[config.mk]
export PLATFORM = sky130hd
export DESIGN_NAME = fetch_ctrl_flat
export DESIGN_NICKNAME = d
export VERILOG_FILES = /design/src/rtl/fetch_ctrl_pkg.sv /design/src/rtl/fetch_ctrl_if.sv /design/src/rtl/fetch_ctrl_timer.sv /design/src/rtl/fetch_ctrl.sv /design/src/flat_wrapper.sv
export SDC_FILE = /design/constraint.sdc
export NUM_CORES = 1
export LEC_CHECK = 0
export CAP_MARGIN = 20
export CORE_ASPECT_RATIO = 0.75
export CORE_MARGIN = 3
export CORE_UTILIZATION = 28
export DETAILED_ROUTE_END_ITERATION = 10
export GPL_TIMING_DRIVEN = 0
export PLACE_DENSITY = 0.84
export SYNTH_ARGS = -nofsm -noshare
export SYNTH_HDL_FRONTEND = slang
export SYNTH_SLANG_ARGS = --single-unit
[constraint.sdc]
create_clock -name CLK -period 1.8 [get_ports CLK]
set_clock_uncertainty 0.05 [all_clocks]
set_input_delay 0.36 -clock CLK [delete_from_list [all_inputs] [get_ports CLK]]
set_output_delay 0.36 -clock CLK [all_outputs]
set_load 0.01 [all_outputs]
[src/rtl/fetch_ctrl_pkg.sv]
// Shared types and constants for the instruction fetch controller.
// Imported by the fetch interface, the fetch timer and the top.
package fetch_ctrl_pkg;

  localparam int unsigned XLEN = 32;

  typedef enum logic [2:0] {
    ST_START   = 3'd0,
    ST_FETCH   = 3'd1,
    ST_HOLD    = 3'd2,
    ST_HALTED  = 3'd3,
    ST_FAULTED = 3'd4
  } state_e;

  localparam logic PC_MODE_INC  = 1'b0;
  localparam logic PC_MODE_LOAD = 1'b1;

  localparam logic [XLEN-1:0] RESET_VECTOR = 32'h1A00_0000;

  // Instruction addresses must be word aligned.
  function automatic logic misaligned(input logic [1:0] lsb);
    return lsb != 2'b00;
  endfunction

endpackage

[src/rtl/fetch_ctrl_if.sv]
// Signal bundle between fetch_ctrl and its neighbours (pc, imem, decode, execute).
// master = the fetch controller, slave = the surrounding core / environment.
interface fetch_ctrl_if;
  import fetch_ctrl_pkg::*;

  logic [XLEN-1:0] PC_OUT;
  logic [XLEN-1:0] PC_D;
  logic            PC_MODE;
  logic            PC_ENABLE;
  logic [XLEN-1:0] IMEM_ADDR;
  logic            IMEM_REQ;
  logic            IMEM_READY;
  logic [XLEN-1:0] IMEM_RDATA;
  logic [XLEN-1:0] INSTR;
  logic            INSTR_VALID;
  logic            INSTR_ACCEPT;
  logic            JUMP_REQ;
  logic [XLEN-1:0] JUMP_TARGET;
  logic            HALT;
  logic            FAULT;

  modport master (
    input  PC_OUT, IMEM_READY, IMEM_RDATA, INSTR_ACCEPT, JUMP_REQ, JUMP_TARGET, HALT,
    output PC_D, PC_MODE, PC_ENABLE, IMEM_ADDR, IMEM_REQ, INSTR, INSTR_VALID, FAULT
  );

  modport slave (
    output PC_OUT, IMEM_READY, IMEM_RDATA, INSTR_ACCEPT, JUMP_REQ, JUMP_TARGET, HALT,
    input  PC_D, PC_MODE, PC_ENABLE, IMEM_ADDR, IMEM_REQ, INSTR, INSTR_VALID, FAULT
  );

endinterface

[src/rtl/fetch_ctrl_timer.sv]
// Clearable saturating counter of unanswered fetch cycles.
// expired flags the cycle whose increment reaches FETCH_TIMEOUT; 0 disables it.
module fetch_timer #(
  parameter int unsigned FETCH_TIMEOUT = 16
) (
  input  logic clk,
  input  logic rst,
  input  logic clr,
  input  logic inc,
  output logic expired
);

  if (FETCH_TIMEOUT == 0) begin : g_off
    logic unused_tie;
    assign unused_tie = ^{clk, rst, clr, inc};
    assign expired    = 1'b0;
  end else begin : g_on
    localparam int unsigned CW = $clog2(FETCH_TIMEOUT + 1);

    logic [CW-1:0] count_q, count_d;

    always_comb begin
      count_d = count_q;
      if (clr) begin
        count_d = '0;
      end else if (inc && (count_q != CW'(FETCH_TIMEOUT))) begin
        count_d = count_q + CW'(1);
      end
    end

    always_ff @(posedge clk or posedge rst) begin
      if (rst) count_q <= '0;
      else     count_q <= count_d;
    end

    assign expired = inc && (count_q == CW'(FETCH_TIMEOUT - 1));
  end

endmodule

[src/rtl/fetch_ctrl.sv]
// Fetch sequencer: steers pc, issues imem reads and hands instructions to decode.
// Redirects from execute override fetch/accept; faults are sticky until reset.
module fetch_ctrl
  import fetch_ctrl_pkg::*;
#(
  parameter int unsigned FETCH_TIMEOUT = 16,
  parameter bit          ALIGN_CHECK   = 1'b1
) (
  input  logic          CLK,
  input  logic          RES,
  fetch_ctrl_if.master  bus
);

  state_e          state_q, state_d;
  logic [XLEN-1:0] instr_q, instr_d;
  logic            instr_valid_q, instr_valid_d;
  logic            fault_q, fault_d;

  logic            pc_enable_c;
  logic            pc_mode_c;
  logic [XLEN-1:0] pc_d_c;
  logic            imem_req_c;
  logic [XLEN-1:0] imem_addr_c;

  logic            tmr_inc, tmr_clr, tmr_expired;
  logic            jump_live, jump_bad;

  assign jump_live = bus.JUMP_REQ &&
                     ((state_q == ST_FETCH) || (state_q == ST_HOLD) || (state_q == ST_HALTED));
  assign jump_bad  = ALIGN_CHECK && misaligned(bus.JUMP_TARGET[1:0]);

  // Next state, captured instruction and combinational pc/imem controls.
  always_comb begin
    state_d     = state_q;
    instr_d     = instr_q;
    pc_enable_c = 1'b0;
    pc_mode_c   = PC_MODE_INC;
    pc_d_c      = '0;
    imem_req_c  = (state_q == ST_FETCH);
    imem_addr_c = imem_req_c ? bus.PC_OUT : '0;
    tmr_inc     = 1'b0;

    if (jump_live) begin
      if (jump_bad) begin
        state_d = ST_FAULTED;
      end else begin
        pc_enable_c = 1'b1;
        pc_mode_c   = PC_MODE_LOAD;
        pc_d_c      = bus.JUMP_TARGET;
        state_d     = ((state_q == ST_HALTED) && bus.HALT) ? ST_HALTED : ST_FETCH;
      end
    end else begin
      case (state_q)
        ST_START: state_d = bus.HALT ? ST_HALTED : ST_FETCH;
        ST_FETCH: begin
          if (bus.IMEM_READY) begin
            instr_d = bus.IMEM_RDATA;
            state_d = ST_HOLD;
          end else begin
            tmr_inc = 1'b1;
            if (tmr_expired) state_d = ST_FAULTED;
          end
        end
        ST_HOLD: begin
          if (bus.INSTR_ACCEPT) begin
            pc_enable_c = 1'b1;
            pc_mode_c   = PC_MODE_INC;
            state_d     = bus.HALT ? ST_HALTED : ST_FETCH;
          end
        end
        ST_HALTED: begin
          if (!bus.HALT) state_d = ST_FETCH;
        end
        ST_FAULTED: state_d = ST_FAULTED;
        default:    state_d = ST_FAULTED;
      endcase
    end

    instr_valid_d = (state_d == ST_HOLD);
    fault_d       = (state_d == ST_FAULTED);
  end

  // Any cycle that is not an unanswered, unredirected fetch restarts the count.
  assign tmr_clr = !tmr_inc;

  fetch_timer #(
    .FETCH_TIMEOUT (FETCH_TIMEOUT)
  ) u_timer (
    .clk     (CLK),
    .rst     (RES),
    .clr     (tmr_clr),
    .inc     (tmr_inc),
    .expired (tmr_expired)
  );

  always_ff @(posedge CLK or posedge RES) begin
    if (RES) begin
      state_q       <= ST_START;
      instr_q       <= '0;
      instr_valid_q <= 1'b0;
      fault_q       <= 1'b0;
    end else begin
      state_q       <= state_d;
      instr_q       <= instr_d;
      instr_valid_q <= instr_valid_d;
      fault_q       <= fault_d;
    end
  end

  assign bus.PC_ENABLE   = pc_enable_c;
  assign bus.PC_MODE     = pc_mode_c;
  assign bus.PC_D        = pc_d_c;
  assign bus.IMEM_REQ    = imem_req_c;
  assign bus.IMEM_ADDR   = imem_addr_c;
  assign bus.INSTR       = instr_q;
  assign bus.INSTR_VALID = instr_valid_q;
  assign bus.FAULT       = fault_q;

  // pc must never move while starting up or after a fault.
  a_no_enable_idle: assert property (@(posedge CLK) disable iff (RES)
    ((state_q == ST_START) || (state_q == ST_FAULTED)) |-> !pc_enable_c);

  a_no_req_unless_fetch: assert property (@(posedge CLK) disable iff (RES)
    imem_req_c |-> (state_q == ST_FETCH));

endmodule
[src/flat_wrapper.sv]
// flat-port wrapper written by rule: the top's interface ports become plain ports
module fetch_ctrl_flat import fetch_ctrl_pkg::*;
#(
  parameter int unsigned FETCH_TIMEOUT = 16,
  parameter bit          ALIGN_CHECK   = 1'b1
)
  (CLK, RES, bus_PC_OUT, bus_IMEM_READY, bus_IMEM_RDATA, bus_INSTR_ACCEPT, bus_JUMP_REQ, bus_JUMP_TARGET, bus_HALT, bus_PC_D, bus_PC_MODE, bus_PC_ENABLE, bus_IMEM_ADDR, bus_IMEM_REQ, bus_INSTR, bus_INSTR_VALID, bus_FAULT);
  fetch_ctrl_if bus_i ();
  input  logic CLK;
  input  logic RES;
  input wire logic [$bits(bus_i.PC_OUT)-1:0] bus_PC_OUT;
  input wire logic [$bits(bus_i.IMEM_READY)-1:0] bus_IMEM_READY;
  input wire logic [$bits(bus_i.IMEM_RDATA)-1:0] bus_IMEM_RDATA;
  input wire logic [$bits(bus_i.INSTR_ACCEPT)-1:0] bus_INSTR_ACCEPT;
  input wire logic [$bits(bus_i.JUMP_REQ)-1:0] bus_JUMP_REQ;
  input wire logic [$bits(bus_i.JUMP_TARGET)-1:0] bus_JUMP_TARGET;
  input wire logic [$bits(bus_i.HALT)-1:0] bus_HALT;
  output wire logic [$bits(bus_i.PC_D)-1:0] bus_PC_D;
  output wire logic [$bits(bus_i.PC_MODE)-1:0] bus_PC_MODE;
  output wire logic [$bits(bus_i.PC_ENABLE)-1:0] bus_PC_ENABLE;
  output wire logic [$bits(bus_i.IMEM_ADDR)-1:0] bus_IMEM_ADDR;
  output wire logic [$bits(bus_i.IMEM_REQ)-1:0] bus_IMEM_REQ;
  output wire logic [$bits(bus_i.INSTR)-1:0] bus_INSTR;
  output wire logic [$bits(bus_i.INSTR_VALID)-1:0] bus_INSTR_VALID;
  output wire logic [$bits(bus_i.FAULT)-1:0] bus_FAULT;
  assign bus_i.PC_OUT = bus_PC_OUT;
  assign bus_i.IMEM_READY = bus_IMEM_READY;
  assign bus_i.IMEM_RDATA = bus_IMEM_RDATA;
  assign bus_i.INSTR_ACCEPT = bus_INSTR_ACCEPT;
  assign bus_i.JUMP_REQ = bus_JUMP_REQ;
  assign bus_i.JUMP_TARGET = bus_JUMP_TARGET;
  assign bus_i.HALT = bus_HALT;
  assign bus_PC_D = bus_i.PC_D;
  assign bus_PC_MODE = bus_i.PC_MODE;
  assign bus_PC_ENABLE = bus_i.PC_ENABLE;
  assign bus_IMEM_ADDR = bus_i.IMEM_ADDR;
  assign bus_IMEM_REQ = bus_i.IMEM_REQ;
  assign bus_INSTR = bus_i.INSTR;
  assign bus_INSTR_VALID = bus_i.INSTR_VALID;
  assign bus_FAULT = bus_i.FAULT;
  fetch_ctrl #(.FETCH_TIMEOUT(FETCH_TIMEOUT), .ALIGN_CHECK(ALIGN_CHECK)) u_core (.CLK(CLK), .RES(RES), .bus(bus_i));
endmodule
==> Word-level counts from Yosys, hierarchy flattened <==
Index checks and enable logic that the tools add are counted.
{ "totals": {"register_bits": 42, "inputBits": 102, "output_inout_bits": 101, "word_cells": 46} }
{ "op_classes": {"add_sub_neg": 1, "eq_ne": 8, "mux": 22, "bitwise": 1, "reduce_logical": 9} }
{ "op_table": {"columns": ["cell", "count"], "rows": [
  ["$mux W32", 3],
  ["$mux W3", 6],
  ["$pmux W3 S4", 1],
  ["$mux W5", 2],
  ["$eq A3 B2 Y1 const B", 3],
  ["$mux W1", 8],
  ["$add A5 B1 Y5 const B", 1],
  ["$eq A5 B4 Y1 const B", 1],
  ["$ne A5 B5 Y1 const B", 1],
  ["$logic_and A1 B1 Y1", 4],
  ["$mux W2", 2],
  ["$eq A3 B1 Y1 const B", 1],
  ["$eq A3 B3 Y1 const B", 1],
  ["$logic_not A3 Y1", 1],
  ["$reduce_and A3 Y1", 1],
  ["$logic_or A1 B1 Y1", 2],
  ["$ne A2 B1 Y1 const B", 1],
  ["$reduce_bool A2 Y1", 1],
  ["$not A1 Y1", 1]
]} }

==> Longest topological paths before layout <==
Gate-level depths: netlist (run 1).
{ "logic_depth": {"word_depth": 11, "ltp_mapped": 6, "depth_no_buf": 6} }

==> Hierarchy <==
A second synthesis (run 1) with hierarchy kept.
{ "unflattened": {"cells_unflattened": 201, "hier_area_um2": 2207.1} }
{ "by_module_without_submodules": {"columns": ["module", "instances", "cells_per_inst", "area_per_inst_um2", "seq_area_each_um2"], "rows": [
  ["fetch_ctrl", 1, 170, 1903.1, 925.9],
  ["fetch_timer", 1, 31, 304.0, 125.1]
]} }

==> Least setup slack after synthesis (run 1) <==
Ideal clock, no wire load.
{ "synth_path": {"path_type": "register to output", "startpoint": "register u_core.state_q[2]", "endpoint": "output port bus_PC_D[25]", "t_arrival_ns": 1.461, "required_time_ns": 1.390, "setup_slack_ns": -0.071, "path_stages_with_launch": 5, "path_buffers": 1, "cell_sequence": "dfrtp_1 > or4b_4 > nor2_2 > buf_4 > and2_1"} }
{ "synth_between": {"elab_chain_cells": 5, "word_cells_on_any_way": 7, "cone_classes": "eq/ne: 3; mux: 1; reduce/logical: 3"} }
{ "synth_lines": {"columns": ["element", "line_no", "rtl"], "rows": [
  ["start, declared", "fetch_ctrl.sv:14", "state_e state_q, state_d;"],
  ["start signal, assigned", "fetch_ctrl.sv:103", "state_q <= state_d;"],
  ["$eq A3 B1 Y1 / $eq A3 B2 Y1 (equally long branches)", "fetch_ctrl.sv:29", "((state_q == ST_FETCH) || (state_q == ST_HOLD) || (state_q == ST_HALTED));"],
  ["$logic_or A1 B1 Y1", "fetch_ctrl.sv:29", null],
  ["$logic_or A1 B1 Y1 (*)", "fetch_ctrl.sv:29", null],
  ["$logic_and A1 B1 Y1 (*)", "fetch_ctrl.sv:28", "assign jump_live = bus.JUMP_REQ &&"],
  ["$mux W32 (*)", "fetch_ctrl.sv:43", "if (jump_live) begin"],
  ["end, declared", "flat_wrapper.sv:18", "output wire logic [$bits(bus_i.PC_D)-1:0] bus_PC_D;"]
]} }
Mark *: on every way between the ends. The rest lies on a longest branch, timed or not.

==> Worst setup path in the final report (run 1) <==
{ "layout_path": {"startpoint": "input port bus_JUMP_REQ", "endpoint": "output port bus_PC_D[5]"} }
{ "layout_between": {"elab_chain_cells": 2} }
{ "layout_lines": {"columns": ["element", "line_no", "rtl"], "rows": [
  ["start, declared", "flat_wrapper.sv:15", "input wire logic [$bits(bus_i.JUMP_REQ)-1:0] bus_JUMP_REQ;"],
  ["$logic_and A1 B1 Y1", "fetch_ctrl.sv:28", null],
  ["$mux W32", "fetch_ctrl.sv:43", null]
]} }
Every way passes these cells.

==> run metrics, run 1 <==
run status complete, but fails checks; failing checks setup timing; critical path's slowest cell or4b_4; Seq/Total Area, Yosys 48.0%; Pleak 2.36 nW; DP HPWL 6370 um; die width 108 um; MaxCap Viol Count 0; CP bufs+invs 4; Die H 82.6 um; Mean Syn Cell Area 11.2 um2; Pwr per Cell Area 438 nW/um2; period utilization 128%; crit path setup slack, layout -0.512 ns; Initial Util 29.3%; Max Freq 0.433 GHz; CORE AREA 7470 um2; minimum clock period 2.31 ns; cell count after synthesis 195; hold path endpoint u_core.bus.INSTR[4]; WHS Path Cells 1; Final Hold Vio Count 0; I/O pin count 203; WL/cell 16.1 um; crit-path cells dlygate4sd2_1 -> or4b_4 -> nor2_4 -> buf_6 -> buf_6 -> and2_4 -> buf_6; Most common cell on crit path buf_6; DIE AREA 8930 um2; Post-DRT Antenna Nets 0; total track usage 17.7%; TNS Setup -30.65 ns; Crit. End Element output pin; ys flop type dfrtp_1; Reg clk slew, reported paths 0.08 ns; clk_lat worst skew 0.29 ns; Layout area overhead 129%; H-tree depth 2; Final setup viols 95; Post-layout nets 535; starting DRC count in detailed routing 68; largest net degree at the start of global routing 43; hold slack 0.457 ns; Ys Warns 0; R2R setup slack -0.09 ns; share of cells above drive strength 1 51.0%; global-route wire length before repair 12,100 um; CTS root buf clkbuf_8; critical path type in2out; Ant. Diodes 0; post-synth cell types 33; critical path data arrival time 1.90 ns; RSZ-0062 raised after global routing true; Worst Min Path Start u_core.bus.INSTR[4]; synthesized area 2190 um2; number of global-route vias before repair 2,344; Yosys reg bits 42; Crit path max-delay family simple AND/OR/NAND/NOR gates; final WL 8570 um; VDD IR max 0.276 mV; R2R depth 8; max-slew violation count 0; Via Count 2,322; Max Fanout on Critical Path 7; clock buffer depth 2; TritonCTS clock tree yes; Hold Buf Count CTS 0; RePlAce Congestion 0.795; CTS Sinks 42; Worst setup SP type primary input; CTS Buf Count 5; Max-slew headroom 43.1%; FFs w/ async S/R, synth 100%; antenna violations before repair 0; first drt pass iteration count 4; PortBufs 200; Largest stage delay, worst path 0.53 ns; number of synthesized flops with an enable pin 0; slew at the pin with the worst max-slew slack 0.852 ns; Worst Path Required 1.39 ns; DRC violations left 0; hold crit path type reg2reg; Vias per Instance 4.36; # rows 27; reg-to-reg endpoint u_core.bus.INSTR[21]; grt ovf 0; worst r2r src u_core.state_q[2]
## cells in the final DEF, fill, tap and decap left out, drive strengths merged, types with 3 or more instances in the layout
| master | count |
|---|---|
| clkdlybuf4s50 | 132 |
| buf | 104 |
| and2 | 62 |
| dfrtp | 42 |
| mux2 | 32 |
| clkbuf | 7 |
| inv | 6 |
| a21oi | 6 |
| nor2 | 6 |
| ha | 3 |
| dlygate4sd2 | 3 |
| nor3 | 3 |
## power by group
part	switching (W)	total (W)	internal, W
Sequential	0.0000339	0.00104	0.00101
Combinational	0.000180	0.000568	0.000387
Clock	0.000315	0.000588	0.000274
## metrics by stage
step | power [W] | setup slack (ns) | utilization (%) | cells | cell area (um2)
finish | 0.00220 | -0.512 | 67.2 | 532 | 5020
global route | 0.00232 | -0.587 | 67.2 | 532 | 5020
CTS | 0.00221 | -0.572 | 63.5 | 532 | 4740
detailed placement | 0.00158 | -1.18 | 59.0 | 497 | 4410
global placement | 0.00157 | -1.14 | 59.0 | 497 | 4410
floorplan | 0.00121 | -0.0172 | - | 196 | 2280
## layout make-up
cell class / instances / area [um2]
Buffer: 9 / 101
Clock buffer: 6 / 72.6
Clock inverter: 2 / 13.8
Fill cell: 578 / 2450
Inverter: 6 / 22.5
Multi-Input combinational cell: 135 / 1230
Sequential cell: 42 / 1050
Tap cell: 101 / 126
Timing Repair Buffer: 231 / 2400
## worst register-to-register path, stage by stage (launching register included)
cell and delay (ns):
dfrtp_2 0.41, buf_4 0.13, buf_6 0.12, nor3b_4 0.23, buf_6 0.14, buf_4 0.11
nand3b_4 0.12, buf_6 0.18, mux2_2 0.28
## what timing repair did
action                     CTS  global route
gates cloned                 3             1
pin swaps                   37            16
setup buffers               25             7
gates resized for setup    345            80
setup endpoints to repair   66           101
## synth_stat cells, types with 2 or more instances
cell       n  area, um2
xnor2_1    2       17.5
nor3_1     2       10.0
nor2_1     5       18.8
inv_1      6       22.5
buf_2      3       15.0
ha_1       3       37.5
nand2_1    2       7.51
mux2_2    32        360
clkbuf_1   2       7.51
o22ai_1    2       12.5
buf_4      6       45.0
clkbuf_2   2       10.0
and2_1    62        388
a21oi_1    6       30.0
dfrtp_1   42       1050
## logic make-up (layout without fill, tap and decap cells)
family          count (synthesis)  count (layout)  synth area share (%)
buf+inv                        19             254                  4.57
xor+xnor                        3               3                  1.20
mux                            33              33                  16.9
simple gates                   83              83                  24.5
fa+ha+maj                       3               3                  1.71
flops                          42              42                  48.0
other cells                     1               2                 0.171
compound gates                 11              11                  2.91
## registers in the layout (all words and copies together), names as in the netlist
name	count
u_core.bus.INSTR	32
u_core.bus.INSTR_VALID	1
u_core.u_timer.g_on.count_q	5
u_core.state_q	3
u_core.bus.FAULT	1
## routing by layer
metal | wire length, um | up-vias | track usage, %
met1 | 3090 | 1131 | 19.4
met3 | 510 | 10 | 4.74
met2 | 4870 | 75 | 34.2
met5 | 0 | - | 0
li1 | - | 1106 | -
met4 | 97 | 0 | 4.41
## how the worst max path moves through the flow
stage               cells after the start               from      endpoint  slack (ns)
CTS                                     7  u_core.state_q[2]   bus_PC_D[5]       -0.57
global route                            6  u_core.state_q[2]   bus_PC_D[5]       -0.59
global placement                        6       bus_JUMP_REQ  bus_PC_D[14]       -1.14
detailed placement                      6       bus_JUMP_REQ   bus_PC_D[5]       -1.18
finish                                  7       bus_JUMP_REQ   bus_PC_D[5]       -0.51
floorplan                               4  u_core.state_q[2]  bus_PC_D[10]       -0.02
Note: power is estimated with default switching activity, not from simulation.
==> run 2: changes to the inputs <==
- CORE_MARGIN: 3 -> unset
- CORE_UTILIZATION: 28 -> 33
- PLACE_DENSITY: 0.84 -> 0.92
- clock period: 1.8 -> 2.8 ns (I/O delays scaled with it)
==> run metrics, run 2 (synthesis gave the netlist of run 1 again) <==
minimum clock period 2.73 ns; TritonCTS clock tree yes; Sequential Power Share 45.4%; Max-slew headroom 42.1%; Post-DRT Antenna Nets 0; largest net degree at the start of global routing 43; Initial Util 34.5%; Via Count 2,229; Final Hold Vio Count 0; worst r2r src u_core.state_q[1]; Post-layout nets 515; Final Instance Area 4450 um2; CORE AREA 6350 um2; Die H 72.5 um; period utilization 97.4%; H-tree depth 2; Crit. End Element output pin; clk_lat worst skew 0.29 ns; Worst setup SP type flip-flop; # rows 25; PortBufs 200; Psw 0.000340 W; R2R setup slack 0.95 ns; PnR Total Power 0.00149 W; share of cells above drive strength 1 24.8%; hold crit path type reg2reg; CTS Buf Count 5; starting DRC count in detailed routing 50; grt ovf 0; Layout area overhead 103%; first drt pass iteration count 4; Reg clk slew, reported paths 0.08 ns; Cell Count, Final, Fillers Out 492; P_int 0.00114 W; Final setup viols 0; slew at the pin with the worst max-slew slack 0.867 ns; RePlAce Congestion 0.896; Finished Core Util 70.1%; critical path type reg2out; MaxCap Viol Count 0; I/O pin count 203; dpl ws -0.648 ns; Max Freq 0.367 GHz; clock buffer depth 2; run status finished clean; total track usage 20.7%; placed cell area 4300 um2; final WL 7430 um; DIE AREA 6970 um2; sw frac 22.9%; CTS root buf clkbuf_8; global-route wire length before repair 10,900 um; critical path data arrival time 2.12 ns; antenna violations before repair 0; max-slew violation count 0; Largest register FFs 32; DRC violations left 0; CTS Sinks 42; die width 96.1 um; crit path from u_core.state_q[1]; commonest non-fill, non-tap cell in the layout clkdlybuf4s50_1; Pleak 2.07 nW; Vias per Instance 4.53; R2R depth 6; Critical Path End bus_IMEM_ADDR[15]; number of global-route vias before repair 2,250; Cell Count Post-Placement 477; crit path setup slack, layout 0.0726 ns; Pwr per Cell Area 333 nW/um2; Comb power frac 22.1%; commonest non-fill, non-tap cells in the layout 165 x clkdlybuf4s50_1, 52 x and2_1, 42 x dfrtp_1, 32 x mux2_2, 17 x buf_2; Clk pwr share 32.5%; Ant. Diodes 0; VDD IR max 0.273 mV; Worst Path Required 2.19 ns; reg-to-reg endpoint u_core.bus.INSTR[9]; Max Fanout on Critical Path 10; DP HPWL 5940 um; WL/cell 15.1 um
run 2: per-stage QoR:
step,TNS [ns],hold slack (ns)
3_5_place_dp,-18.12,0.443
3_3_place_gp,-17.19,0.436
5_1_grt,-0.0764,0.474
2_1_floorplan,0,0.469
4_1_cts,-0.0206,0.462
6_report,0,0.458
run 2: layout make-up:
cell class / instances / area, um2
buffer: 13 / 104
clock buffer: 5 / 68.8
clock inverter: 3 / 43.8
fill: 502 / 1900
inverter: 6 / 22.5
multi-input combinational: 135 / 1070
sequential: 42 / 1050
tap: 81 / 101
timing repair buffer: 207 / 1990
run 2: what timing repair did:
item / 4_1_cts / 5_1_grt
pin swaps: 2 / 2
setup endpoints to repair: 40 / 58
resized for setup: 102 / 35
gates cloned: 0 / 1
buffers inserted: 3 / 3
hold buffers: 0 / 0
run 2: routing by layer:
| metal | wire [um] | vias to the layer above | track usage [%] |
|---|---|---|---|
| li1 | - | 1063 | - |
| met1 | 2830 | 1065 | 23.3 |
| met2 | 3950 | 86 | 37.9 |
| met3 | 515 | 15 | 5.87 |
| met4 | 132 | 0 | 5.64 |
| met5 | 0 | - | 0 |
run 2: critical path, stage by stage (launching register included):
cell	delay [ns]
dfrtp_1	0.36
buf_2	0.17
nor3b_4	0.33
buf_2	0.24
and2_1	0.15
clkdlybuf4s50_1	0.58
run 2: power groups by stage:
stage	clock, W	sequential [W]	combinational [W]
after floorplan	0	0.000701	0.0000733
after global placement	0	0.000682	0.000318
after detailed placement	0	0.000686	0.000328
after CTS	0.000499	0.000674	0.000330
after global routing	0.000525	0.000680	0.000350
final	0.000483	0.000674	0.000328
run 2: worst min path at each step:
stage / slack [ns] / to / from / cells after the start
floorplan: 0.47 / u_core.u_timer.g_on.count_q[3] / u_core.u_timer.g_on.count_q[3] / 2
global placement: 0.44 / u_core.bus.INSTR[31] / u_core.bus.INSTR[31] / 1
detailed placement: 0.44 / u_core.bus.INSTR[26] / u_core.bus.INSTR[26] / 1
CTS: 0.46 / u_core.bus.INSTR[26] / u_core.bus.INSTR[26] / 1
global route: 0.47 / u_core.bus.INSTR[26] / u_core.bus.INSTR[26] / 1
finish: 0.46 / u_core.bus.INSTR[8] / u_core.bus.INSTR[8] / 1
==> run 3: changes to the inputs <==
- PLACE_DENSITY: 0.92 -> 0.86
==> run metrics, run 3 (synthesis gave the netlist of run 1 again) <==
clk_lat worst skew 0.28 ns; share of cells above drive strength 1 25.1%; run status finished clean; reg-to-reg endpoint u_core.bus.INSTR[20]; first drt pass iteration count 4; DR WL met2 3560 um; final WL 6920 um; total track usage 19.5%; I/O pin count 203; Initial Util 34.5%; starting DRC count in detailed routing 37; Worst setup SP type primary input; highest routed layer met4; WL/cell 14.1 um; DIE AREA 6970 um2; Post-DRT Antenna Nets 0; Layout area overhead 102%; MaxCap Viol Count 0; crit path from bus_JUMP_REQ; die width 96.1 um; Pwr per Cell Area 334 nW/um2; R2R depth 6; Final Hold Vio Count 0; TritonCTS clock tree yes; Final setup viols 0; Largest register FFs 32; CTS root buf clkbuf_8; Fillers 500; commonest non-fill, non-tap cell in the layout clkdlybuf4s50_1; Worst Path Required 2.19 ns; R2R setup slack 0.98 ns; Vias per Instance 4.31; Pleak 2.05 nW; global-route wire length before repair 10,400 um; dpl ws -0.647 ns; placed cell area 4300 um2; PnR Total Power 0.00148 W; CORE AREA 6350 um2; # rows 25; Most common cell on crit path buf_6; antenna violations before repair 0; critical path's slowest cell or4b_4; RePlAce Congestion 0.795; largest net degree at the start of global routing 43; DP HPWL 5600 um; CTS Sinks 42; critical path data arrival time 2.11 ns; grt ovf 0; Max Freq 0.368 GHz; Crit path max-delay family simple AND/OR/NAND/NOR gates; Max Fanout on Critical Path 7; minimum clock period 2.72 ns; wire length on met3 425 um; period utilization 97.1%; Hold Buf Count CTS 0; Die H 72.5 um; clock buffer depth 2; hold path endpoint u_core.bus.INSTR[0]; crit-path cells dlygate4sd2_1 -> or4b_4 -> nor2_4 -> buf_6 -> buf_6 -> and2_1 -> buf_2; H-tree depth 2; max-slew violation count 0; Post-layout nets 515; Largest stage delay, worst path 0.52 ns; slew at the pin with the worst max-slew slack 0.888 ns; DRC violations left 0; CTS Buf Count 5; Reg clk slew, reported paths 0.08 ns; hold crit path type reg2reg; Ant. Diodes 0; CP bufs+invs 4; number of global-route vias before repair 2,090; Via Count 2,118; critical path type in2out; Worst Min Path Start u_core.bus.INSTR[0]; Final Instance Area 4420 um2; crit path setup slack, layout 0.0819 ns; commonest non-fill, non-tap cells in the layout 165 x clkdlybuf4s50_1, 52 x and2_1, 42 x dfrtp_1, 32 x mux2_2, 25 x buf_2; Max-slew headroom 40.7%; Finished Core Util 69.6%; Crit. End Element output pin; worst r2r src u_core.state_q[1]; PortBufs 200; VDD IR max 0.352 mV; WHS Path Cells 1; wire length on met1 2910 um
[run 3: cell types whose count changed in the layout (fill, tap and decap cells not counted), moves of 3 or more]
cell and delta:
buf_2 +8, clkdlybuf4s15_2 +3, clkbuf_2 -5, buf_6 -3
[run 3: worst max-delay path by stage]
stage / end / slack [ns] / cells after the start
global placement: bus_PC_D[7] / -0.61 / 6
CTS: bus_PC_D[23] / -0.07 / 7
floorplan: bus_PC_D[25] / 0.55 / 4
finish: bus_PC_D[30] / 0.08 / 7
global route: bus_IMEM_ADDR[2] / -0.007 / 5
detailed placement: bus_PC_D[15] / -0.65 / 6
[run 3: per-stage QoR]
stage / hold slack, ns / setup TNS, ns / cells
6_report: 0.457 / 0 / 491
3_5_place_dp: 0.442 / -18.49 / 477
2_1_floorplan: 0.469 / 0 / 196
5_1_grt: 0.471 / -0.0224 / 491
3_3_place_gp: 0.436 / -17.22 / 477
4_1_cts: 0.460 / -0.440 / 490
[run 3: repair_timing]
item                       in CTS  in global routing
buffers inserted                5                  3
setup endpoints to repair      52                 55
gates resized for setup       118                 24
cloned                          1                  0
pin swaps                       2                  3
[run 3: worst register-to-register path: stages, from the launching register on]
cell and delay, ns:
dfrtp_1 0.36, buf_2 0.17, nor3b_4 0.32, buf_4 0.18, nand3b_2 0.13, buf_4 0.22, mux2_2 0.28
[run 3: area by class of cell]
cell class	instances	area [um2]	area share, %
clock buffers	6	82.6	1.87
clock inverters	1	30.0	0.679
well taps	81	101	2.29
plain buffers	11	77.6	1.75
multi-input cells	135	1070	24.3
inverters	6	22.5	0.509
repair buffers	209	1980	44.9
flip-flops and latches	42	1050	23.8
[run 3: where the power goes]
part | total [W] | internal [W] | switching [W]
Combinational | 0.000324 | 0.000228 | 0.0000951
Sequential | 0.000672 | 0.000648 | 0.0000239
Clock | 0.000482 | 0.000285 | 0.000196
Total | 0.00148 | 0.00116 | 0.000315
[run 3: routing by layer]
| layer | vias up | track usage, % |
|---|---|---|
| met5 | - | 0 |
| met4 | 0 | 2.32 |
| met3 | 2 | 5.56 |
| met2 | 69 | 34.0 |
| met1 | 987 | 24.8 |
| li1 | 1060 | - |
